--- config.mk ---
export PLATFORM = sky130hd
export DESIGN_NAME = modn_count_sched_flat
export DESIGN_NICKNAME = d
export VERILOG_FILES = /design/src/rtl/modn_count_sched_pkg.sv /design/src/rtl/modn_count_sched_if.sv /design/src/rtl/modn_phase_ctr.sv /design/src/rtl/modn_count_sched.sv /design/src/flat_wrapper.sv
export SDC_FILE = /design/constraint.sdc
export NUM_CORES = 1
export LEC_CHECK = 0
export CAP_MARGIN = 5
export CORE_UTILIZATION = 25
export DETAILED_ROUTE_END_ITERATION = 12
export MAX_ROUTING_LAYER = met4
export PLACE_DENSITY = 0.48
export SYNTH_ARGS = -nofsm -noshare
export SYNTH_HDL_FRONTEND = slang
export SYNTH_HIERARCHICAL = 1
export SYNTH_SLANG_ARGS = --single-unit
--- constraint.sdc ---
create_clock -name clk -period 2.4 [get_ports clk]
set_clock_uncertainty 0.05 [all_clocks]
set_input_delay 0.72 -clock clk [delete_from_list [all_inputs] [get_ports clk]]
set_output_delay 0.72 -clock clk [all_outputs]
set_load 0.01 [all_outputs]
--- src/rtl/modn_count_sched_pkg.sv ---
// Shared types and width helpers for the mod-N burst scheduler.
package modn_count_sched_pkg;

    typedef enum logic [1:0] {
        ST_IDLE,
        ST_RUN,
        ST_DONE
    } state_t;

    // A modulus of 1 still needs a one-bit phase register.
    function automatic int phase_w(input int mod);
        return (mod > 1) ? $clog2(mod) : 1;
    endfunction

    localparam int MOD_DEF = 6;
    localparam int PHASE_W = phase_w(MOD_DEF);

endpackage

--- src/rtl/modn_count_sched_if.sv ---
// Requester/scheduler bus: burst requests in, grants, acks and phase out.
interface modn_count_sched_if
    import modn_count_sched_pkg::*;
#(
    parameter int NREQ  = 2,
    parameter int MOD   = 6,
    parameter int LEN_W = 4
);
    localparam int PW = phase_w(MOD);

    logic [NREQ-1:0]       req;
    logic [NREQ*LEN_W-1:0] len;
    logic                  abort;
    logic [NREQ-1:0]       gnt;
    logic [NREQ-1:0]       ack;
    logic                  busy;
    logic                  cnt_en;
    logic [PW-1:0]         phase;
    logic                  done;
    logic                  aborted;

    modport master (
        output req, len, abort,
        input  gnt, ack, busy, cnt_en, phase, done, aborted
    );

    modport slave (
        input  req, len, abort,
        output gnt, ack, busy, cnt_en, phase, done, aborted
    );

endinterface

--- src/rtl/modn_phase_ctr.sv ---
// Wrapping 0..MOD-1 phase counter with synchronous clear and step enable.
module modn_phase_ctr
    import modn_count_sched_pkg::*;
#(
    parameter int MOD = 6
) (
    input  logic                    clk,
    input  logic                    rst,
    input  logic                    i_clr,
    input  logic                    i_en,
    output logic [phase_w(MOD)-1:0] o_phase
);
    localparam int PW = phase_w(MOD);

    logic [PW-1:0] r_phase;

    always_ff @(posedge clk or posedge rst) begin
        if (rst) begin
            r_phase <= '0;
        end else if (i_clr) begin
            r_phase <= '0;
        end else if (i_en) begin
            r_phase <= (r_phase == PW'(MOD - 1)) ? '0 : r_phase + 1'b1;
        end
    end

    assign o_phase = r_phase;

endmodule

--- src/rtl/modn_count_sched.sv ---
// Round-robin scheduler granting fixed-length bursts of a shared mod-MOD phase counter.
module modn_count_sched
    import modn_count_sched_pkg::*;
#(
    parameter int NREQ  = 2,
    parameter int MOD   = 6,
    parameter int LEN_W = 4
) (
    input  logic              clk,
    input  logic              rst,
    modn_count_sched_if.slave bus
);
    localparam int IDX_W = (NREQ > 1) ? $clog2(NREQ) : 1;
    localparam int PW    = phase_w(MOD);

    state_t           r_state;
    state_t           w_state_nxt;
    logic [NREQ-1:0]  r_gnt;
    logic [IDX_W-1:0] r_sel;
    logic [IDX_W-1:0] r_rr_last;
    logic [LEN_W-1:0] r_rem;
    logic             r_aborted;
    logic [IDX_W-1:0] w_sel;
    logic [LEN_W-1:0] w_len_sel;
    logic             w_clr;
    logic             w_en;
    logic [PW-1:0]    w_phase;

    // Lowest offset after the last winner takes priority.
    function automatic logic [IDX_W-1:0] rr_pick(input logic [NREQ-1:0] req,
                                                 input logic [IDX_W-1:0] last);
        logic [IDX_W-1:0] pick;
        int               idx;
        pick = last;
        for (int i = NREQ; i >= 1; i--) begin
            idx = (int'(last) + i) % NREQ;
            if (req[IDX_W'(idx)]) pick = IDX_W'(idx);
        end
        return pick;
    endfunction

    assign w_sel     = rr_pick(bus.req, r_rr_last);
    assign w_len_sel = bus.len[w_sel*LEN_W +: LEN_W];

    always_comb begin
        w_state_nxt = r_state;
        w_clr       = 1'b0;
        w_en        = 1'b0;
        case (r_state)
            ST_IDLE: begin
                if (|bus.req) begin
                    w_clr       = 1'b1;
                    w_state_nxt = (w_len_sel != '0) ? ST_RUN : ST_DONE;
                end
            end
            ST_RUN: begin
                // The last burst cycle holds the phase so DONE shows the final count.
                if (bus.abort || (r_rem <= LEN_W'(1))) begin
                    w_state_nxt = ST_DONE;
                end else begin
                    w_en = 1'b1;
                end
            end
            ST_DONE: w_state_nxt = ST_IDLE;
            default: w_state_nxt = ST_IDLE;
        endcase
    end

    always_ff @(posedge clk or posedge rst) begin
        if (rst) begin
            r_state   <= ST_IDLE;
            r_gnt     <= '0;
            r_sel     <= '0;
            r_rr_last <= IDX_W'(NREQ - 1);
            r_rem     <= '0;
            r_aborted <= 1'b0;
        end else begin
            r_state <= w_state_nxt;
            case (r_state)
                ST_IDLE: begin
                    if (|bus.req) begin
                        r_gnt     <= NREQ'(1) << w_sel;
                        r_sel     <= w_sel;
                        r_rem     <= w_len_sel;
                        r_aborted <= 1'b0;
                    end
                end
                ST_RUN: begin
                    if (w_en) r_rem <= r_rem - 1'b1;
                    r_aborted <= bus.abort;
                end
                ST_DONE: begin
                    r_gnt     <= '0;
                    r_rr_last <= r_sel;
                    r_aborted <= 1'b0;
                end
                default: begin
                    r_gnt <= '0;
                end
            endcase
        end
    end

    modn_phase_ctr #(.MOD(MOD)) u_phase_ctr (
        .clk     (clk),
        .rst     (rst),
        .i_clr   (w_clr),
        .i_en    (w_en),
        .o_phase (w_phase)
    );

    assign bus.gnt     = r_gnt;
    assign bus.ack     = (r_state == ST_DONE) ? r_gnt : '0;
    assign bus.done    = (r_state == ST_DONE);
    assign bus.busy    = (r_state != ST_IDLE);
    assign bus.cnt_en  = (r_state == ST_RUN);
    assign bus.aborted = r_aborted && (r_state == ST_DONE);
    assign bus.phase   = w_phase;

endmodule

--- src/flat_wrapper.sv ---
// flat-port wrapper written by rule: the top's interface ports become plain ports
module modn_count_sched_flat import modn_count_sched_pkg::*;
#(
    parameter int NREQ  = 2,
    parameter int MOD   = 6,
    parameter int LEN_W = 4
)
  (clk, rst, bus_req, bus_len, bus_abort, bus_gnt, bus_ack, bus_busy, bus_cnt_en, bus_phase, bus_done, bus_aborted);
  modn_count_sched_if #(.NREQ(NREQ), .MOD(MOD), .LEN_W(LEN_W)) bus_i ();
  input  logic clk;
  input  logic rst;
  input wire logic [$bits(bus_i.req)-1:0] bus_req;
  input wire logic [$bits(bus_i.len)-1:0] bus_len;
  input wire logic [$bits(bus_i.abort)-1:0] bus_abort;
  output wire logic [$bits(bus_i.gnt)-1:0] bus_gnt;
  output wire logic [$bits(bus_i.ack)-1:0] bus_ack;
  output wire logic [$bits(bus_i.busy)-1:0] bus_busy;
  output wire logic [$bits(bus_i.cnt_en)-1:0] bus_cnt_en;
  output wire logic [$bits(bus_i.phase)-1:0] bus_phase;
  output wire logic [$bits(bus_i.done)-1:0] bus_done;
  output wire logic [$bits(bus_i.aborted)-1:0] bus_aborted;
  assign bus_i.req = bus_req;
  assign bus_i.len = bus_len;
  assign bus_i.abort = bus_abort;
  assign bus_gnt = bus_i.gnt;
  assign bus_ack = bus_i.ack;
  assign bus_busy = bus_i.busy;
  assign bus_cnt_en = bus_i.cnt_en;
  assign bus_phase = bus_i.phase;
  assign bus_done = bus_i.done;
  assign bus_aborted = bus_i.aborted;
  modn_count_sched #(.NREQ(NREQ), .MOD(MOD), .LEN_W(LEN_W)) u_core (.clk(clk), .rst(rst), .bus(bus_i));
endmodule
### Word-level counts from Yosys, hierarchy flattened

Index checks and enable logic that the tools add are counted.

* add/subtract/negate cells: 4
* magnitude comparators: 3
* equal/unequal tests: 6
* shift-type cells: 2
* multiplexer cells: 25
* bitwise operators: 1
* reduce and logical (&&, ||, !) cells: 14

Operators with widths (number)
* $mux W1: 11
* $mux W2: 5
* $mux W3: 3
* $mux W4: 2
* $pmux W2 S2: 2
* $pmux W4 S2: 1
* $reduce_and A2 Y1: 4
* $shiftx A8 B4 Y4: 1
* $lt A1 B3 Y1 const B: 2
* $ne A2 B1 Y1 const B: 3
* $reduce_bool A2 Y1: 3
* $le A4 B1 Y1 const B: 1
* $reduce_bool A4 Y1: 1
* $sub A4 B1 Y4 const B: 1
* $add A3 B1 Y3 const B: 1
* $eq A3 B3 Y1 const B: 1
* $pmux W1 S3: 1
* $reduce_and A3 Y1: 1
* $reduce_bool A3 Y1: 1
* $add A1 B1 Y1 const B: 2
* $eq A2 B1 Y1 const B: 1
* $eq A2 B2 Y1 const B: 1
* $logic_not A2 Y1: 1
* $reduce_or A2 Y1: 1
* 4 further kinds: 4

* register bits after elaboration: 14
* input port bits: 13

### Logic depth before layout (Yosys ltp)

* word-level depth: 11
* gate-level depth with buffers: 6

### Modules after synthesis

Netlist, hierarchy kept.

By module, submodules not included
* modn_count_sched: instances 1, cells each 78, area each 770.7 sq um, sequential area each 276.5 sq um
* modn_phase_ctr: instances 1, cells each 12, area each 141.4 sq um, sequential area each 75.1 sq um

### Worst setup path after synthesis

No wires, ideal clock.

* path kind: input port to flip-flop
* from: input port bus_req[0]
* to: register u_core.r_rem[1]
* setup time: 0.125 ns
* arrival: 1.662 ns
* required time: 2.225 ns
* setup slack: 0.563 ns
* stages: 5
* buffers on the path: 1
* cell sequence: buf_6 > xnor2_2 > mux2_2 > o21ai_1 > mux2i_1

* longest elaborated chain between the ends: 7

RTL lines
* start, declared: RTL line flat_wrapper.sv:12 `input wire logic [$bits(bus_i.req)-1:0] bus_req;`
* $mux W1 (not written as such) (2 in a row): RTL line modn_count_sched.sv:37 `if (req[IDX_W'(idx)]) pick = IDX_W'(idx);`
* $mux W1 (2 in a row): RTL line modn_count_sched.sv:37
* $shiftx A8 B4 Y4: RTL line modn_count_sched.sv:43 `assign w_len_sel = bus.len[w_sel*LEN_W +: LEN_W];`
* $mux W4: RTL line modn_count_sched.sv:81 `if (|bus.req) begin`
* $pmux W4 S2: RTL line modn_count_sched.sv:79 `case (r_state)`
* end signal, assigned: RTL line modn_count_sched.sv:84 `r_rem <= w_len_sel;`
* end signal, assigned: RTL line modn_count_sched.sv:89 `if (w_en) r_rem <= r_rem - 1'b1;`
* end, declared: RTL line modn_count_sched.sv:21 `logic [LEN_W-1:0] r_rem;`

Several ways; a longest one is shown, not always the timed one. The select of a mux whose other input is x is not followed.
A chain may end at the register's enable or synchronous reset.

### Worst setup path in the final report

* from: register u_core.r_state[0]
* to: output port bus_ack[1]

* longest elaborated chain between the ends: 2

RTL lines
* start, declared: RTL line modn_count_sched.sv:16 `state_t r_state;`
* start signal, assigned: RTL line modn_count_sched.sv:78 `r_state <= w_state_nxt;`
* $eq A2 B2 Y1: RTL line modn_count_sched.sv:113 `assign bus.ack = (r_state == ST_DONE) ? r_gnt : '0;`
* $mux W2: RTL line modn_count_sched.sv:113
* end, declared: RTL line flat_wrapper.sv:16 `output wire logic [$bits(bus_i.ack)-1:0] bus_ack;`

No other way between the ends.

==> impl_summary.log <==
[metrics] latest clock arrival within the worst-skew pair: 0.27 ns
[metrics] Post-synth top flop: sky130_fd_sc_hd__dfrtp_1
[metrics] maximum cell stage delay along the critical path: 0.52 ns
[metrics] kind of cell with the highest combined delay on the critical path: buffers and inverters
[metrics] clock slew at reported path FFs: roughly 0.09 ns
[metrics] die outline width: 62.4 um
[metrics] setup total negative slack: 0 ns
[metrics] proportion of register bits with asynchronous set or reset after synthesis: 1.00
[metrics] DRT iter0 DRCs: 23
[metrics] type of the most critical hold path: register to register
[metrics] detailed-route wire length per cell: 12.8 um
[metrics] crit path launch type: register
[metrics] total power density per cell area: 1100 mW/mm^2
[metrics] Die Footprint: roughly 0.0039 mm^2
[metrics] Max Fanout on Critical Path: 5
[metrics] area share of the largest cell type after synthesis: 0.357
[metrics] antenna violations before repair: 0
[metrics] Post-CTS Setup Repair Bufs: 0
[metrics] number of nets with antenna violations after detailed routing: 0
[metrics] cells on worst reg2reg path: 6
[metrics] total inserted antenna cells: 0
[metrics] Critical R2R Launch: u_core/r_rem[0]
[metrics] sum of routed wire length over all layers: approximately 2.1 mm
[metrics] Vias per Instance: 4.64
[metrics] standard-cell rows: 21
[metrics] floorplan core area: 0.00342 mm^2
[metrics] GP Congestion: 0.748
[metrics] Initial Utilization: 0.267
[metrics] Arr. time, crit path: between 1.5 and 2 ns
[metrics] status: finished clean
[metrics] number of cells on the critical path: 3
[metrics] sequential share of the synthesized area: 0.385
[metrics] die height: between 60 and 70 um
[metrics] number of flops mapped to enable cells by yosys: 0
[metrics] largest net degree at the start of global routing: 12
[metrics] Cell Count, Final, Fillers Out: 166
[metrics] total track usage: 0.124
[metrics] Slew HR: 0.686
[metrics] final critical delay including setup and external delays: 2.29 ns
[metrics] standby leakage power: 0.545 nW
[metrics] Max Freq: 436 MHz
[metrics] Setup violations, final: 0
[metrics] ratio of final minimum period to clock period: 0.956
[metrics] number of remaining DRC errors: 0
[metrics] grt ovf: 0
[metrics] Buffers on Ports: 23
[metrics] worst-path cell chain: nor2b_4 -> and2_1 -> clkdlybuf4s50_1
[metrics] Synth Instances: 90
[metrics] clock net sink count: 14
[metrics] vias: 771
[metrics] final hold viol count: 0
[metrics] Warnings, synthesis: 6
[metrics] total CTS buffers: 3
[metrics] Crit path required time: 1.63 ns
[metrics] slack of the worst reg-to-reg path: roughly 0.66 ns
[metrics] number of H-tree levels: 1
[metrics] distinct cell type count after synthesis: 40
[metrics] HPWL after DPL: 1.67 mm
[metrics] Max Transition Viols Final: 0
[metrics] # IOs: 24
[metrics] top cells by area, synth: sky130_fd_sc_hd__dfrtp_1 (36%), sky130_fd_sc_hd__mux2i_1 (4.4%), sky130_fd_sc_hd__inv_1 (3.7%)
[metrics] unrepaired setup endpoints after global routing: false
[metrics] hold-fix buffers at CTS: 0
[metrics] Root Driver: sky130_fd_sc_hd__clkbuf_4
[metrics] final worst-path setup slack: between 0.1 and 0.15 ns
[metrics] count of buffer and inverter cells on the critical path: 1
[metrics] worst setup path endpoint: bus_ack[1]
[metrics] launching element of the worst setup path: u_core/r_state[0]
[metrics] wire length of the first global-routing pass: 3.74 mm
[metrics] clock buffer depth: 2
[metrics] final-stage net count: 136
[metrics] area overhead of the layout relative to synthesis: 39.1%
[metrics] critical path class: register to primary output
[metrics] net count of the mapped netlist: 105
[metrics] CP max stage cell: sky130_fd_sc_hd__clkdlybuf4s50_1
[metrics] cell taking the most area after synthesis: sky130_fd_sc_hd__dfrtp_1
[metrics] nature of the critical path endpoint: primary output
[metrics] Pre-Repair DR Iteration Count: 2
[metrics] Worst Tran Pin Value: 0.471 ns
[metrics] Placed Instances: 162
[metrics] syn_area_per_cell: about 10 um^2
[metrics] Netlist Area Pre-Place: 912 um^2
[metrics] number of global-route vias before repair: ~770
[metrics] dpl ws: 0.0922 ns
[metrics] layout cells sized above 1: 0.208
[metrics] CTS tree: built
[metrics] Max-cap violations: 0
[metrics] R2R Path End: u_core/r_rem[2]
[metrics] Synth Register Bits: 14
[metrics] worst ir drop on vdd: between 0.3 and 0.4 mV
-- layout by cell type, fill, tap and decap left out, types with 2 or more instances in the layout --
cell / instances
sky130_fd_sc_hd__mux2i_1: 4
sky130_fd_sc_hd__ha_1: 2
sky130_fd_sc_hd__buf_4: 4
sky130_fd_sc_hd__dfrtp_1: 13
sky130_fd_sc_hd__inv_1: 9
sky130_fd_sc_hd__o22ai_1: 2
sky130_fd_sc_hd__clkbuf_4: 3
sky130_fd_sc_hd__o21ai_0: 3
sky130_fd_sc_hd__a21bo_1: 2
sky130_fd_sc_hd__and2b_2: 2
sky130_fd_sc_hd__clkdlybuf4s50_1: 22
sky130_fd_sc_hd__nand3_1: 2
sky130_fd_sc_hd__and2_1: 3
sky130_fd_sc_hd__nand2b_4: 2
sky130_fd_sc_hd__o21ai_2: 2
sky130_fd_sc_hd__nor4_1: 2
sky130_fd_sc_hd__nor2_1: 5
sky130_fd_sc_hd__mux2_2: 3
sky130_fd_sc_hd__a21oi_1: 5
sky130_fd_sc_hd__o21ai_1: 2
sky130_fd_sc_hd__nand2_1: 4
-- cell usage after synthesis, types with 2 or more instances --
master                      n
sky130_fd_sc_hd__nand2_1    4
sky130_fd_sc_hd__o21ai_0    3
sky130_fd_sc_hd__dfrtp_1   13
sky130_fd_sc_hd__a21bo_1    2
sky130_fd_sc_hd__and2b_2    2
sky130_fd_sc_hd__a21oi_1    5
sky130_fd_sc_hd__ha_1       2
sky130_fd_sc_hd__nand2b_4   2
sky130_fd_sc_hd__nand3_1    2
sky130_fd_sc_hd__o22ai_1    2
sky130_fd_sc_hd__mux2_2     3
sky130_fd_sc_hd__mux2i_1    4
sky130_fd_sc_hd__and2_1     3
sky130_fd_sc_hd__nor4_1     2
sky130_fd_sc_hd__nor2_1     6
sky130_fd_sc_hd__inv_1      9
sky130_fd_sc_hd__o21ai_1    2
sky130_fd_sc_hd__o21ai_2    2
-- power breakdown --
group | internal (W) | leakage [nW] | switching, W
registers | 0.000341 | 0.174 | 0.0000944
logic | 0.000408 | 0.350 | 0.000386
clock network | 0.0000921 | 0.0210 | 0.0000766
total | 0.000842 | 0.545 | 0.000557
-- through the flow --
step	util	cell area [um^2]	total power (W)	hold slack, ns
floorplan	-	912	0.000936	0.394
global placement	0.357	1220	0.00121	0.412
detailed placement	0.357	1220	0.00123	0.423
CTS	0.368	1260	0.00140	0.445
global route	0.371	1270	0.00152	0.481
finish	0.371	1270	0.00140	0.442
-- per-layer routing --
metal | GRT usage | share of wire
met3 | 0.0201 | 0.030
met5 | - | 0
met4 | 0.0523 | 0.0066
met2 | 0.193 | 0.48
met1 | 0.158 | 0.48
-- logic make-up after synthesis --
kind of cell,Yosys count,synth area share
AOI/OAI and AO/OA,26,0.218
xor gates and xnor gates,2,0.0274
adders and majority gates,2,0.0274
buffers and inverters,11,0.0562
DFF,14,0.385
muxes,8,0.0974
and+or+nand+nor,27,0.188
-- layout make-up --
cell class / count / area (um^2)
sequential: 14 / 352
timing repair buffer: 27 / 259
clock buffer: 4 / 36.3
tap: 46 / 57.6
multi-input combinational: 65 / 524
inverter: 10 / 40.0
fill: 350 / 2150
-- how the worst min path moves through the flow --
stage          cells past startpoint          from  slack (ns)      endpoint
2_1_floorplan                      2  u_core/r_sel        0.39  u_core/r_sel
3_3_place_gp                       2  u_core/r_sel        0.41  u_core/r_sel
3_5_place_dp                       2  u_core/r_sel        0.42  u_core/r_sel
4_1_cts                            2  u_core/r_sel        0.44  u_core/r_sel
5_1_grt                            2  u_core/r_sel        0.48  u_core/r_sel
6_report                           2  u_core/r_sel        0.44  u_core/r_sel
-- what timing repair did --
action	in CTS	in global routing
pin swaps	0	0
gates cloned	0	0
resized for setup	2	3
endpoints found under the setup margin	4	4
hold endpoints to repair	0	0
-- worst reg2reg max path: stages, from the launching register on --
cell	delay [ns]
sky130_fd_sc_hd__dfrtp_1	0.43
sky130_fd_sc_hd__inv_1	0.12
sky130_fd_sc_hd__ha_1	0.20
sky130_fd_sc_hd__nor2_1	0.07
sky130_fd_sc_hd__o311a_4	0.38
sky130_fd_sc_hd__nand2b_4	0.19
sky130_fd_sc_hd__a22o_1	0.20
-- state kept, by name (all words and copies together) (netlist names) --
signal / cells
u_core/r_aborted: 1
u_core/u_phase_ctr/o_phase: 3
u_core/r_rem: 4
u_core/r_state: 2
u_core/bus.gnt: 2
u_core/r_rr_last: 1
u_core/r_sel: 1
No activity file was read; power rests on OpenSTA's default activity.
